--- config.mk ---
export PLATFORM = sky130hd
export DESIGN_NAME = ber_monitor
export DESIGN_NICKNAME = d
export VERILOG_FILES = /design/src/rtl/ber_monitor.sv
export SDC_FILE = /design/constraint.sdc
export NUM_CORES = 1
export LEC_CHECK = 0
export ABC_AREA = 1
export BUFFER_PORTS_ARGS = -buffer_cell sky130_fd_sc_hd__buf_2
export CELL_PAD_IN_SITES_DETAIL_PLACEMENT = 0
export CELL_PAD_IN_SITES_GLOBAL_PLACEMENT = 1
export CORE_ASPECT_RATIO = 0.5
export CORE_UTILIZATION = 47
export CTS_CLUSTER_DIAMETER = 80
export DETAILED_ROUTE_END_ITERATION = 16
export PLACE_DENSITY = 0.92
export SYNTH_ARGS = -nofsm -noshare
export SYNTH_HDL_FRONTEND = slang
export SYNTH_SLANG_ARGS = --single-unit
--- constraint.sdc ---
create_clock -name clk -period 17.7 [get_ports clk]
set_input_delay 5.31 -clock clk [delete_from_list [all_inputs] [get_ports clk]]
set_output_delay 5.31 -clock clk [all_outputs]
set_load 0.1 [all_outputs]
--- src/rtl/ber_monitor.sv ---
// ber_monitor: finds tx->rx link latency, locks, and counts bit/word errors with saturating stats.
// Optional snapshot registers are enabled by defining BER_SNAPSHOT_EN.
module ber_monitor #(
   parameter int DATA_W      = 16,
   parameter int MAX_LAT     = 8,
   parameter int CNT_W       = 32,
   parameter int LOCK_WORDS  = 4,
   parameter int LOSS_THRESH = 4,
   parameter int LOSS_WORDS  = 4,
   localparam int LW = (MAX_LAT > 2) ? $clog2(MAX_LAT) : 1
) (
   input  logic              clk,
   input  logic              reset,
   input  logic              clk_enable,
   input  logic [DATA_W-1:0] tx_word,
   input  logic [DATA_W-1:0] rx_word,
   input  logic              clear,
   output logic              locked,
   output logic [LW-1:0]     lat_found,
   output logic [CNT_W-1:0]  bit_cnt,
   output logic [CNT_W-1:0]  err_cnt,
   output logic [CNT_W-1:0]  word_err_cnt,
   output logic              loss_sticky,
   output logic              sat
`ifdef BER_SNAPSHOT_EN
   ,
   input  logic              snap,
   output logic [CNT_W-1:0]  snap_bit_cnt,
   output logic [CNT_W-1:0]  snap_err_cnt,
   output logic [CNT_W-1:0]  snap_word_err_cnt,
   output logic              snap_valid
`endif
);
   localparam int EW = $clog2(DATA_W + 1);
   localparam int MW = $clog2(LOCK_WORDS + 1);
   localparam int BW = $clog2(LOSS_WORDS + 1);

   typedef enum logic [1:0] {SEARCH, VERIFY, LOCKED} state_t;

   state_t                          state;
   logic [MAX_LAT-2:0][DATA_W-1:0]  hist;
   logic [MAX_LAT-1:0][DATA_W-1:0]  tap;
   logic [DATA_W-1:0]               x;
   logic [EW-1:0]                   e;
   logic [MW-1:0]                   mcnt;
   logic [BW-1:0]                   bcnt, bcnt_n;
   logic [LW-1:0]                   d_inc;
   logic [CNT_W-1:0]                nb, ne, nw;
   logic                            upd, bad, lose, sat_n;

   // Saturating add: an overflowing sum clamps to all-ones.
   function automatic logic [CNT_W-1:0] sadd(input logic [CNT_W-1:0] a, input logic [CNT_W-1:0] b);
      logic [CNT_W:0] s;
      s = {1'b0, a} + {1'b0, b};
      return s[CNT_W] ? '1 : s[CNT_W-1:0];
   endfunction

   assign tap   = {hist, tx_word};
   assign x     = rx_word ^ tap[lat_found];
   assign d_inc = (lat_found == LW'(MAX_LAT - 1)) ? '0 : lat_found + 1'b1;

   always_comb begin
      e = '0;
      for (int i = 0; i < DATA_W; i++) e = e + EW'(x[i]);
   end

   assign upd    = clk_enable && (state == LOCKED);
   assign nb     = upd ? sadd(bit_cnt, CNT_W'(DATA_W)) : bit_cnt;
   assign ne     = upd ? sadd(err_cnt, CNT_W'(e)) : err_cnt;
   assign nw     = upd ? sadd(word_err_cnt, CNT_W'(e != '0)) : word_err_cnt;
   assign sat_n  = sat | (upd & (&nb | &ne | &nw));
   assign bad    = int'(e) > LOSS_THRESH;
   assign bcnt_n = bad ? bcnt + 1'b1 : '0;
   assign lose   = upd && (bcnt_n == BW'(LOSS_WORDS));

   always_ff @(posedge clk or posedge reset) begin
      if (reset) begin
         state        <= SEARCH;
         locked       <= 1'b0;
         lat_found    <= '0;
         hist         <= '0;
         mcnt         <= '0;
         bcnt         <= '0;
         bit_cnt      <= '0;
         err_cnt      <= '0;
         word_err_cnt <= '0;
         loss_sticky  <= 1'b0;
         sat          <= 1'b0;
      end else begin
         // clear wins over this word's contribution and acts even when disabled
         bit_cnt      <= clear ? '0 : nb;
         err_cnt      <= clear ? '0 : ne;
         word_err_cnt <= clear ? '0 : nw;
         sat          <= clear ? 1'b0 : sat_n;
         loss_sticky  <= clear ? 1'b0 : (loss_sticky | lose);
         if (clk_enable) begin
            hist <= tap[MAX_LAT-2:0];
            case (state)
               SEARCH:
                  if (e == '0) begin
                     state  <= (LOCK_WORDS == 1) ? LOCKED : VERIFY;
                     locked <= (LOCK_WORDS == 1);
                     mcnt   <= (LOCK_WORDS == 1) ? '0 : MW'(1);
                     bcnt   <= '0;
                  end else
                     lat_found <= d_inc;
               VERIFY:
                  if (e != '0) begin
                     state     <= SEARCH;
                     lat_found <= d_inc;
                     mcnt      <= '0;
                  end else if (mcnt + 1'b1 == MW'(LOCK_WORDS)) begin
                     state  <= LOCKED;
                     locked <= 1'b1;
                     mcnt   <= '0;
                     bcnt   <= '0;
                  end else
                     mcnt <= mcnt + 1'b1;
               default: begin
                  bcnt <= lose ? '0 : bcnt_n;
                  if (lose) begin
                     state     <= SEARCH;
                     locked    <= 1'b0;
                     lat_found <= d_inc;
                  end
               end
            endcase
         end
      end
   end

`ifdef BER_SNAPSHOT_EN
   always_ff @(posedge clk or posedge reset) begin
      if (reset) begin
         snap_bit_cnt      <= '0;
         snap_err_cnt      <= '0;
         snap_word_err_cnt <= '0;
         snap_valid        <= 1'b0;
      end else begin
         snap_valid <= snap;
         if (snap) begin
            snap_bit_cnt      <= nb;
            snap_err_cnt      <= ne;
            snap_word_err_cnt <= nw;
         end
      end
   end
`endif
endmodule

### Yosys cells after proc, flatten, opt, wreduce, memory -nomap -nowiden

Index checks and enable logic that the tools add are counted.

| operators by class | value |
|---|---|
| $add $sub $neg | 21 |
| $mul | 0 |
| div/mod/pow operators | 0 |
| order comparisons | 2 |
| eq/ne operators | 11 |
| shift-type cells | 0 |
| muxes and demuxes | 38 |
| bitwise operators | 6 |
| reduce and logical (&&, ||, !) cells | 15 |

Operator list:

| operator | count |
|---|---|
| 2-to-1 mux 32 bit | 9 |
| AND reduction 32 bit | 3 |
| adder 5 x 1 -> 5 bit | 11 |
| binary-select mux 16 bit (select 3 bit) | 1 |
| 2-to-1 mux 3 bit | 12 |
| adder 32 x 1 -> 33 bit | 1 |
| adder 32 x 5 -> 33 bit | 1 |
| adder 32 x 5 -> 33 bit, second input constant | 1 |
| one-hot mux 3 bit (2 select lines) | 3 |
| 2-to-1 mux 16 bit | 1 |
| XOR 16 bit | 1 |
| AND reduction 4 bit | 3 |
| inequality test 2 bit, second input constant | 5 |
| adder 3 x 1 -> 3 bit, second input constant | 3 |
| equality test 3 bit, second input constant | 3 |
| 2-to-1 mux 2 bit | 4 |
| 2-to-1 mux 1 bit | 6 |
| adder 4 x 1 -> 5 bit | 1 |
| greater-than comparator 5 x 3 -> 1 bit, second input constant | 1 |
| logical NOT 5 bit | 1 |
| AND reduction 5 bit | 1 |
| nonzero test 5 bit | 1 |
| adder 3 x 1 -> 4 bit | 1 |
| less-than comparator 3 x 4 -> 1 bit, second input constant | 1 |
| 14 further kinds | 18 |

| word-level totals | value |
|---|---|
| flip-flop bits (word level) | 222 |
| bits in latches | 0 |
| bits in writable memories | 0 |
| bits in read-only memories | 0 |
| output and inout port bits | 102 |
| word-level logic and storage cells | 110 |
| memories | 0 |

### Depth between registers and ports, before layout

Gate-level depths: netlist (run 1).

| logic depth | value |
|---|---|
| depth in word-level cells | 27 |
| mapped depth | 40 |
| mapped depth without buffers | 40 |

### Worst setup path before layout (run 1)

Ideal clock, no wire load.

| path | value |
|---|---|
| path type | input-to-reg |
| from | input tx_word[5] |
| to | register sat |
| library setup time | 0.134 ns |
| arrival | 10.818 ns |
| slack | 6.747 ns |
| stages | 35 |
| cells stage by stage | o21ai_0 > a21oi_1 > a21o_1 > xor2_1 > inv_1 > fa_1 > fa_1 > fa_1 > inv_1 > fa_1 > ha_1 > fa_1 > nor2_1 > inv_1 > nor3_1 > inv_1 > ha_1 > ha_1 > inv_1 > nor2_1 > nand2_2 > nor2_4 > nand3_2 > nor2_2 > nand3_1 > buf_2 > inv_1 > a21oi_1 > nor2_1 > nand2_1 > nor2_1 > nand2_1 > nand3_1 > nand2_1 > a21oi_2 |

| between the ends | value |
|---|---|
| cells in the longest elaborated chain, start to end | 23 |
| elaborated cells on any way between the ends | 28 |
| those cells by class | 13 x add/sub; 7 x mux; 5 x bitwise; 3 x reduce/logical |

RTL lines:

| item | RTL line | text |
|---|---|---|
| from (decl) | 15 | `input logic [DATA_W-1:0] tx_word,` |
| binary-select mux 16 bit (select 3 bit) * | 59 | `assign x = rx_word ^ tap[lat_found];` |
| 2-to-1 mux 16 bit (implied by the code) * | 59 |  |
| XOR 16 bit * | 59 |  |
| adder 5 x 1 -> 5 bit * (11 in a row) | 64 | `for (int i = 0; i < DATA_W; i++) e = e + EW'(x[i]);` |
| nonzero test 5 bit / adder 32 x 5 -> 33 bit (equally long branches) | 70, 54 |  |
| adder 32 x 1 -> 33 bit / 2-to-1 mux 32 bit (equally long branches) | 54, 55 |  |
| 2-to-1 mux 32 bit, on equally long branches | 55, 69 |  |
| 2-to-1 mux 32 bit / AND reduction 32 bit (equally long branches) | 70, 71 |  |
| AND reduction 32 bit / bitwise OR 1 bit (equally long branches) | 71 | `assign sat_n = sat \| (upd & (&nb \| &ne \| &nw));` |
| bitwise OR 1 bit * | 71 |  |
| AND 1 bit * | 71 |  |
| bitwise OR 1 bit * | 71 |  |
| 2-to-1 mux 1 bit * | 94 | `sat <= clear ? 1'b0 : sat_n;` |
| to (signal assigned) | 94 |  |
| to (decl) | 24 | `output logic sat` |

Mark *: on every way between the ends. The rest lies on a longest branch, timed or not. The select of a mux whose other input is x is not followed.
A chain may end at the register's enable or synchronous reset.

### Worst setup path after layout (run 1)

| path | value |
|---|---|
| from | input tx_word[3] |
| to | register sat |

| between the ends | value |
|---|---|
| cells in the longest elaborated chain, start to end | 25 |
| elaborated cells on any way between the ends | 30 |
| those cells by class | 15 x add/sub; 7 x mux; 5 x bitwise; 3 x reduce/logical |

RTL lines:

| item | RTL line |
|---|---|
| binary-select mux 16 bit (select 3 bit) * | 59 |
| 2-to-1 mux 16 bit (implied by the code) * | 59 |
| XOR 16 bit * | 59 |
| adder 3 x 1 -> 4 bit * | 64 |
| adder 4 x 1 -> 5 bit * | 64 |
| adder 5 x 1 -> 5 bit * (11 in a row) | 64 |
| nonzero test 5 bit / adder 32 x 5 -> 33 bit (equally long branches) | 70, 54 |
| adder 32 x 1 -> 33 bit / 2-to-1 mux 32 bit (equally long branches) | 54, 55 |
| 2-to-1 mux 32 bit, on equally long branches | 55, 69 |
| 2-to-1 mux 32 bit / AND reduction 32 bit (equally long branches) | 70, 71 |
| AND reduction 32 bit / bitwise OR 1 bit (equally long branches) | 71 |
| bitwise OR 1 bit * | 71 |
| AND 1 bit * | 71 |
| bitwise OR 1 bit * | 71 |
| 2-to-1 mux 1 bit * | 94 |

Marked as above.

==> run_results.csv, run 1 <==
group,metric,value,unit
run_status,status,"complete, no violations",
setup_path,startpoint_type,"input port",
grt,met3_usage,0.03721,
logic_synthesis,synth_area_leaders,"dfrtp_1 42%, nand2_1 14%, o21ai_0 8.3%",
grt,grt_util_met1,0.3610,
grt,first_global_vias,11320,
logic_synthesis,synth_seq_cells,222,
logic_synthesis,synthArstFlopShare,1.000,
floorplan,core,27010,um^2
logic_synthesis,synth_ff_type,"dfrtp_1",
placement,io_buffers,137,
routing,post-route-drc-count,0,
clock_network,tritoncts,"yes",
routing,first_iter_violations,920,
clock_network,clk_path_buf_depth,3,
setup_path,critPathMostFrequentCell,"fa_1",
sta,fin_crit,12.08,ns
setup_path,max_stage_delay,0.80,ns
floorplan,num_rows,42,
clock_network,cts_inserted_buffers,22,
setup_path,crit_fanout,29,
logic_synthesis,yosys.area.top_type,"dfrtp_1",
logic_synthesis,ys_types,39,
grt,grt_pass1_wl,57640,um
sta,clock_skew,0.01808,ns
logic_synthesis,synth-edff-count,0,
worst_hold_path,worst_hold_path_type,"register to register",
routing,drt_wl_total,34760,um
floorplan,start_util,0.4895,
run,drv_cap,0,
grt,grt_max_degree,103,
clock_network,cts_sinks,222,
sta,fin_crit_sh,0.6823,
clock_network,holdBufCountCts,0,
final_layout,layout.nets,2018,
sta,rsz0062_at_grt,"false",
floorplan,die_h,120.6,um
logic_synthesis,netlist_area,13220,um^2
setup_path,endpoint_kind,"register",
routing,firstDrtPassIters,4,
clock_network,postCtsSetupBuffers,0,
floorplan,fp.dieArea,28850,um^2
routing,antenna_left,0,
logic_synthesis,synth.avg_cell_area,7.124,um^2
sta,slew_headroom,0.2419,
logic_synthesis,synthesis.instances,1856,
final_layout,layout-drive-gt1-share,0.1063,
logic_synthesis,ys_warn_count,0,
sta,fmax,82.80,MHz
sta,worst_pin_slew,1.134,ns
setup_path,crit_slowest_cell,"nand3_1",
sta,hold_viol,0,
logic_synthesis,synth_fp_nets,1921,
placement,place_hpwl,23860,um
placement,place_congestion,0.8808,
setup_path,required,18.14,ns
setup_path,critical_path_arrival,12.52,ns
setup_path,worst-setup-path-type,"input port to register",
final_layout,areaGrowthSynthToFinish,12.23,%
floorplan,die_w,239.2,um
routing,viasPerCell,5.153,
routing,vias,12060,
logic_synthesis,synth.most_common_cell,"nand2_1",
floorplan,io_pins,138,
grt,busiest_layer,"met2",
routing,post_drt_wl_per_cell,14.85,um
grt,grtUsageMet2,0.3903,
sta,slew_viol_final,0,
final_layout,diodes,0,
logic_synthesis,synth_top_cell_area_share,0.4201,
clock_network,clk_pin_slew,0.06,ns
clock_network,post_cts_resized,0,
grt,antenna_found_initial,0,
sta,fin_tns_setup,0,ns
clock_network,cts_root_buf,"clkbuf_16",
grt,track_usage,0.2468,
clock_network,cts_max_level,1,
logic_synthesis,ys_seq_area_frac,0.4201,
clock_network,insertion_delay,0.54,ns
sta,setup_viol,0,
logic_synthesis,synthTopCellsByCount,"498 x nand2_1, 233 x inv_1, 222 x dfrtp_1, 218 x o21ai_0, 187 x nor2_1",
grt,grt_overflow,0,
==> kinds of logic after synthesis <==
logic type	synth area share
xor+xnor	0.03312
buf+inv	0.08942
fa+ha+maj	0.03369
mux	0.0007570
flops	0.4201
compound gates	0.1425
simple gates	0.2804
==> per-stage QoR <==
stage	instance area (um^2)	cells	setup WS (ns)	hold slack, ns	util
2_1_floorplan	13220	1856	6.312	0.4426	-
3_3_place_gp	14160	2303	5.299	0.4552	0.5243
3_5_place_dp	14160	2303	5.178	0.4599	0.5243
4_1_cts	14840	2341	5.702	0.4756	0.5494
5_1_grt	14840	2341	5.057	0.5138	0.5494
6_report	14840	2341	5.623	0.4717	0.5494
==> registers in the layout, indices dropped and copies added, names as in the netlist <==
signal and count:
bcnt 3, bit_cnt 32, err_cnt 32, hist 112, lat_found 3, locked 1
loss_sticky 1, mcnt 3, sat 1, state 2, word_err_cnt 32
==> worst max-delay path, delay by kind of cell <==
kind            cells  cell delay [ns]
compound gates      5             0.93
fa+ha+maj           8             3.07
simple gates       13             2.28
xor+xnor            2             0.56
buf+inv             4             0.34
==> cells in the final DEF, fill, tap and decap left out, drive strengths merged, types with 11 or more instances in the layout <==
master / n
clkbuf: 31
nand4: 28
dfrtp: 222
nand2: 501
inv: 234
nor3: 14
nor2: 195
o21ai: 218
fa: 11
xor2: 39
ha: 18
buf: 147
xnor2: 11
nand3: 124
a31oi: 16
a21oi: 112
==> area by class of cell <==
class                   count  area, um^2
well taps                 374       467.9
repair buffers            147       763.2
inverters                 235       889.6
flip-flops and latches    222        5557
multi-input cells        1325        6485
fillers                  2715       12170
clock inverters             7       52.55
clock buffers              31       624.3
==> path summary, 6_finish.rpt <==
path	endpoint	startpoint	slack, ns	cells past startpoint
worst max-delay path	sat$_DFF_PP0_	tx_word[3]	5.62	32
worst min-delay path	hist[110]$_DFFE_PP0P_	hist[110]$_DFFE_PP0P_	0.47	2
worst max register to register	sat$_DFF_PP0_	lat_found[0]$_DFFE_PP0P_	8.03	36
worst min register to register	hist[110]$_DFFE_PP0P_	hist[110]$_DFFE_PP0P_	0.47	2
max in group asynchronous	sat$_DFF_PP0_	reset	11.51	3
min in group asynchronous	hist[14]$_DFFE_PP0P_	reset	4.92	2
==> per-layer routing <==
metal  part of all wire  up-vias
met2               0.44      240
li1                   -     6143
met5                  0        -
met4              0.014        0
met3              0.049       40
met1               0.50     5641
Power of run 1 is left out: the tool's default activity adds up to more than one toggle a clock period on the data nets, which glitch-free logic cannot reach.
==> inputs of run 2 (changes only) <==
--- a/config.mk
+++ b/config.mk
@@ -10,10 +10,10 @@
 export CELL_PAD_IN_SITES_DETAIL_PLACEMENT = 0
 export CELL_PAD_IN_SITES_GLOBAL_PLACEMENT = 1
 export CORE_ASPECT_RATIO = 0.5
-export CORE_UTILIZATION = 47
+export CORE_UTILIZATION = 39
 export CTS_CLUSTER_DIAMETER = 80
 export DETAILED_ROUTE_END_ITERATION = 16
-export PLACE_DENSITY = 0.92
+export PLACE_DENSITY = 0.82
 export SYNTH_ARGS = -nofsm -noshare
 export SYNTH_HDL_FRONTEND = slang
 export SYNTH_SLANG_ARGS = --single-unit
==> constraint.sdc (replaced) <==
create_clock -name clk -period 11.1 [get_ports clk]
set_input_delay 3.33 -clock clk [delete_from_list [all_inputs] [get_ports clk]]
set_output_delay 3.33 -clock clk [all_outputs]
set_load 0.1 [all_outputs]
==> run 2 against run 1 <==
Count of clock-buffer cells in the layout grew 2. Critical path type unchanged. Routed wire length increased by 3.8%. Register-to-register slack worse by 5.0 ns. Final area is 1.3% higher. First-iteration DRC count up 3.9%. Critical path depth up 2. Via count grew 0.26%.
==> run_results.csv, run 2 (synthesis results as in run 1) <==
group,metric,value,unit
run_status,status,"complete, no violations",
clock_network,postCtsSetupBuffers,0,
final_layout,areaGrowthSynthToFinish,13.69,%
clock_network,clk_pin_slew,0.06,ns
setup_path,endpoint_kind,"register",
sta,slew_headroom,0.3297,
routing,post-route-drc-count,0,
clock_network,insertion_delay,0.54,ns
clock_network,cts_max_level,1,
setup_path,rr_startpoint,"lat_found[2]$_DFFE_PP0P_",
final_layout,final_cell_mix,"498 x nand2_1, 231 x inv_1, 221 x dfrtp_1, 218 x o21ai_0, 187 x nor2_1",
final_layout,final_common_cell,"nand2_1",
sta,rsz0062_at_grt,"false",
sta,slew_viol_final,0,
final_layout,layout-drive-gt1-share,0.1086,
worst_hold_path,hold_path_depth,2,
floorplan,die_w,262.4,um
floorplan,start_util,0.3980,
setup_path,r2r-end,"sat$_DFF_PP0_",
setup_path,r2r_cells,32,
setup_path,startpoint_type,"input port",
worst_hold_path,worstHoldStart,"hist[98]$_DFFE_PP0P_",
routing,viasPerCell,5.008,
clock_network,tritoncts,"yes",
setup_path,max_stage_delay,0.54,ns
final_layout,top_register,"hist",
floorplan,fp.dieArea,34690,um^2
final_layout,layout.nets,2021,
clock_network,clk_path_buf_depth,3,
floorplan,io_pins,138,
grt,met3_usage,0.03736,
routing,antenna_left,0,
setup_path,required,11.55,ns
setup_path,worst-setup-path-type,"input port to register",
routing,vias,12100,
clock_network,post_cts_resized,0,
setup_path,setup.worst_path.start,"tx_word[3]",
sta,setup_viol,0,
setup_path,crit_fanout,15,
setup_path,crit_slowest_cell,"fa_1",
final_layout,largest_reg_flops,112,
clock_network,cts_root_buf,"clkbuf_16",
routing,firstDrtPassIters,6,
placement,place_hpwl,24760,um
final_layout,nFillCells,3419,
grt,grt_max_degree,107,
floorplan,die_h,132.2,um
sta,fin_crit,9.641,ns
clock_network,holdBufCountCts,0,
sta,clock_skew,0.01360,ns
grt,busiest_layer,"met2",
placement,place_congestion,0.8615,
setup_path,r2r_slack,3.04,ns
grt,antenna_found_initial,5,
grt,first_global_vias,11360,
sta,hold_viol,0,
sta,fin_crit_sh,0.8686,
routing,first_iter_violations,956,
grt,grt_pass1_wl,59850,um
floorplan,core,33230,um^2
worst_hold_path,min_to,"hist[98]$_DFFE_PP0P_",
grt,grt_overflow,0,
run,drv_cap,0,
clock_network,cts_sinks,222,
sta,worst_pin_slew,1.005,ns
grt,track_usage,0.2102,
sta,fin_tns_setup,0,ns
placement,io_buffers,137,
sta,fmax,103.7,MHz
worst_hold_path,worst_hold_path_type,"register to register",
grt,grt_util_met1,0.3008,
clock_network,cts_inserted_buffers,23,
routing,post_drt_wl_per_cell,14.94,um
routing,drt_wl_total,36090,um
floorplan,num_rows,47,
grt,grtUsageMet2,0.3304,
setup_path,critical_path_arrival,10.09,ns
## run 2: cell count changes in the layout (fill, tap and decap cells not counted), sizes merged
cell | before | now
clkinv | 8 | 5
diode | 0 | 3
buf | 147 | 149
bufinv | 0 | 2
clkbuf | 31 | 33
clkinvlp | 0 | 1
## run 2: layout make-up
class / count / area, um^2 / share of cell area
Antenna cell: 3 / 7.507 / 0.0004994
Clock buffer: 33 / 673.1 / 0.04478
Clock inverter: 7 / 91.34 / 0.006076
Inverter: 235 / 889.6 / 0.05918
Multi-Input combinational cell: 1325 / 6485 / 0.4314
Sequential cell: 222 / 5557 / 0.3696
Tap cell: 441 / 551.8 / 0.03670
Timing Repair Buffer: 149 / 778.2 / 0.05177
## run 2: metal layers
layer | vias up | wire length, um
li1 | 6156 | -
met1 | 5658 | 17540
met2 | 225 | 16110
met3 | 52 | 1670
met4 | 4 | 741
met5 | - | 26
## run 2: worst max-delay path by stage
stage | endpoint | depth (start not counted)
floorplan | bcnt[0]$_DFFE_PP0P_ | 1
global placement | sat$_DFF_PP0_ | 36
detailed placement | sat$_DFF_PP0_ | 34
CTS | sat$_DFF_PP0_ | 34
global route | sat$_DFF_PP0_ | 35
finish | sat$_DFF_PP0_ | 34
## run 2: worst max-delay path, delay by kind of cell
kind | cells | cell delay [ns]
fa+ha+maj | 8 | 3.05
simple gates | 15 | 1.91
buf+inv | 5 | 0.71
compound gates | 4 | 0.57
xor+xnor | 2 | 0.47
## run 2: per-stage QoR
step,instances,setup WS [ns],util,hold WS (ns),instance area (um^2)
6_report,2415,1.459,0.4525,0.4756,15030
5_1_grt,2412,0.8426,0.4522,0.5030,15030
4_1_cts,2412,1.431,0.4522,0.4800,15030
3_5_place_dp,2372,0.9087,0.4292,0.4618,14260
3_3_place_gp,2372,1.126,0.4292,0.4574,14260
2_1_floorplan,1856,1.692,-,0.4426,13220
Power of run 2 is left out for the same reason.
==> inputs of run 3 (changes only) <==
==> config.mk (replaced) <==
export PLATFORM = sky130hd
export DESIGN_NAME = ber_monitor
export DESIGN_NICKNAME = d
export VERILOG_FILES = /design/src/rtl/ber_monitor.sv
export SDC_FILE = /design/constraint.sdc
export NUM_CORES = 1
export LEC_CHECK = 0
export ABC_AREA = 1
export CELL_PAD_IN_SITES_DETAIL_PLACEMENT = 0
export CELL_PAD_IN_SITES_GLOBAL_PLACEMENT = 1
export CORE_ASPECT_RATIO = 1.2
export CORE_UTILIZATION = 42
export CTS_CLUSTER_DIAMETER = 80
export DETAILED_ROUTE_END_ITERATION = 16
export DONT_BUFFER_PORTS = 1
export PLACE_DENSITY = 0.81
export SYNTH_ARGS = -nofsm -noshare
export SYNTH_HDL_FRONTEND = slang
export SYNTH_SLANG_ARGS = --single-unit
==> run 3 against run 2 <==
Utilization is 1.7 points higher. Routed wire length is 1.9% lower. Critical path depth is 1 lower. Non-clock buffer count is 132 lower. Clock skew is 0.0063 ns higher. Worst hold slack worse by 0.0030 ns. Setup slack better by 0.16 ns. Flip-flop and latch count stayed put. Largest cell class unchanged.
==> run_results.csv, run 3 (synthesis results as in run 1) <==
group,metric,value,unit
run_status,status,"complete, no violations",
setup_path,worst-setup-path-type,"input port to register",
clock_network,insertion_delay,0.54,ns
sta,worst_pin_slew,1.110,ns
floorplan,start_util,0.4301,
worst_hold_path,worst_hold_path_type,"register to register",
routing,vias,11700,
worst_hold_path,min_to,"hist[105]$_DFFE_PP0P_",
setup_path,crit_slowest_cell,"fa_1",
sta,fin_crit_sh,0.8546,
setup_path,max_stage_delay,0.60,ns
final_layout,nFillCells,3145,
sta,fmax,105.4,MHz
sta,slew_viol_final,0,
grt,antenna_found_initial,0,
clock_network,cts_inserted_buffers,26,
clock_network,clk_path_buf_depth,3,
grt,grt_pass1_wl,58320,um
placement,io_buffers,0,
floorplan,die_h,196.4,um
routing,post-route-drc-count,0,
clock_network,holdBufCountCts,0,
floorplan,core,30740,um^2
placement,place_congestion,0.8509,
final_layout,areaGrowthSynthToFinish,9.159,%
final_layout,multi_input_area,6485,um^2
floorplan,fp.dieArea,32200,um^2
placement,place_hpwl,24190,um
final_layout,layout-drive-gt1-share,0.04770,
grt,track_usage,0.2241,
final_layout,ff_latch_area,5560,um^2
grt,first_global_vias,11450,
setup_path,endpoint_kind,"register",
sta,clock_skew,0.01994,ns
final_layout,largest_reg_flops,112,
final_layout,final_cell_mix,"498 x nand2_1, 231 x inv_1, 220 x dfrtp_1, 218 x o21ai_0, 187 x nor2_1",
clock_network,cts_max_level,1,
final_layout,layout.nets,1892,
final_layout,diodes,0,
clock_network,cts_root_buf,"clkbuf_16",
clock_network,tritoncts,"yes",
final_layout,final_common_cell,"nand2_1",
setup_path,critical_path_arrival,9.94,ns
routing,post_drt_wl_per_cell,15.79,um
floorplan,io_pins,138,
sta,fin_tns_setup,0,ns
setup_path,r2r_slack,2.42,ns
clock_network,postCtsSetupBuffers,0,
worst_hold_path,worstHoldStart,"hist[105]$_DFFE_PP0P_",
sta,slew_headroom,0.2602,
sta,setup_viol,0,
setup_path,startpoint_type,"input port",
sta,hold_viol,0,
sta,fin_crit,9.486,ns
routing,viasPerCell,5.221,
clock_network,cts_sinks,222,
grt,grt_max_degree,148,
setup_path,r2r-end,"sat$_DFF_PP0_",
setup_path,required,11.56,ns
routing,first_iter_violations,880,
run,drv_cap,0,
clock_network,post_cts_resized,0,
routing,drt_wl_total,35390,um
clock_network,clk_pin_slew,0.06,ns
final_layout,final_core_util,0.4695,
setup_path,rr_startpoint,"lat_found[0]$_DFFE_PP0P_",
routing,antenna_left,0,
final_layout,top_register,"hist",
setup_path,r2r_cells,37,
worst_hold_path,hold_path_depth,2,
setup_path,crit_fanout,18,
routing,firstDrtPassIters,5,
floorplan,die_w,164.0,um
sta,rsz0062_at_grt,"false",
grt,grt_overflow,0,
floorplan,num_rows,70,
## run 3: changes by cell type in the layout (fill, tap and decap cells not counted), sizes merged
cell      previous run  this run
clkinv               5         7
clkinvlp             1         0
diode                3         0
buf                149        17
inv                234       233
clkbuf              33        39
## run 3: layer usage
| layer | vias up | share of wire | routed length [um] | track usage |
|---|---|---|---|---|
| met5 | - | 0 | 0 | 0 |
| met4 | 0 | 0.021 | 745 | 0.06173 |
| met3 | 46 | 0.060 | 2128 | 0.04777 |
| met2 | 261 | 0.49 | 17180 | 0.3903 |
| met1 | 5519 | 0.43 | 15330 | 0.2777 |
| li1 | 5874 | - | - | - |
## run 3: stage by stage
| step | cell area [um^2] | setup slack, ns | cells | hold WS, ns |
|---|---|---|---|---|
| CTS | 14430 | 1.677 | 2241 | 0.4766 |
| floorplan | 13220 | 1.692 | 1856 | 0.4426 |
| finish | 14430 | 1.614 | 2241 | 0.4726 |
| global route | 14430 | 1.078 | 2241 | 0.4922 |
| global placement | 13560 | 1.297 | 2195 | 0.4546 |
| detailed placement | 13560 | 1.106 | 2195 | 0.4608 |
## run 3: cell type report
| class | count | share of cell area |
|---|---|---|
| clock inverter | 7 | 0.005895 |
| multi-input combinational | 1325 | 0.4493 |
| timing repair buffer | 17 | 0.008842 |
| sequential | 222 | 0.3852 |
| tap | 396 | 0.03433 |
| clock buffer | 39 | 0.05479 |
| inverter | 235 | 0.06163 |
## run 3: critical path, delay by kind of cell
kind	cells	cell delay, ns
XOR/XNOR	2	0.45
adder cells (fa/ha/maj)	8	3.08
buffers and inverters	4	0.59
AO/OA/AOI/OAI	4	0.54
AND/OR/NAND/NOR	15	1.95
## run 3: how the worst max path moves through the flow
stage | startpoint | endpoint | slack (ns)
floorplan | reset | bcnt[0]$_DFFE_PP0P_ | 1.69
global placement | tx_word[5] | sat$_DFF_PP0_ | 1.30
detailed placement | tx_word[5] | sat$_DFF_PP0_ | 1.11
CTS | tx_word[5] | sat$_DFF_PP0_ | 1.68
global route | tx_word[5] | sat$_DFF_PP0_ | 1.08
finish | tx_word[3] | sat$_DFF_PP0_ | 1.61
Power of run 3 is left out for the same reason.
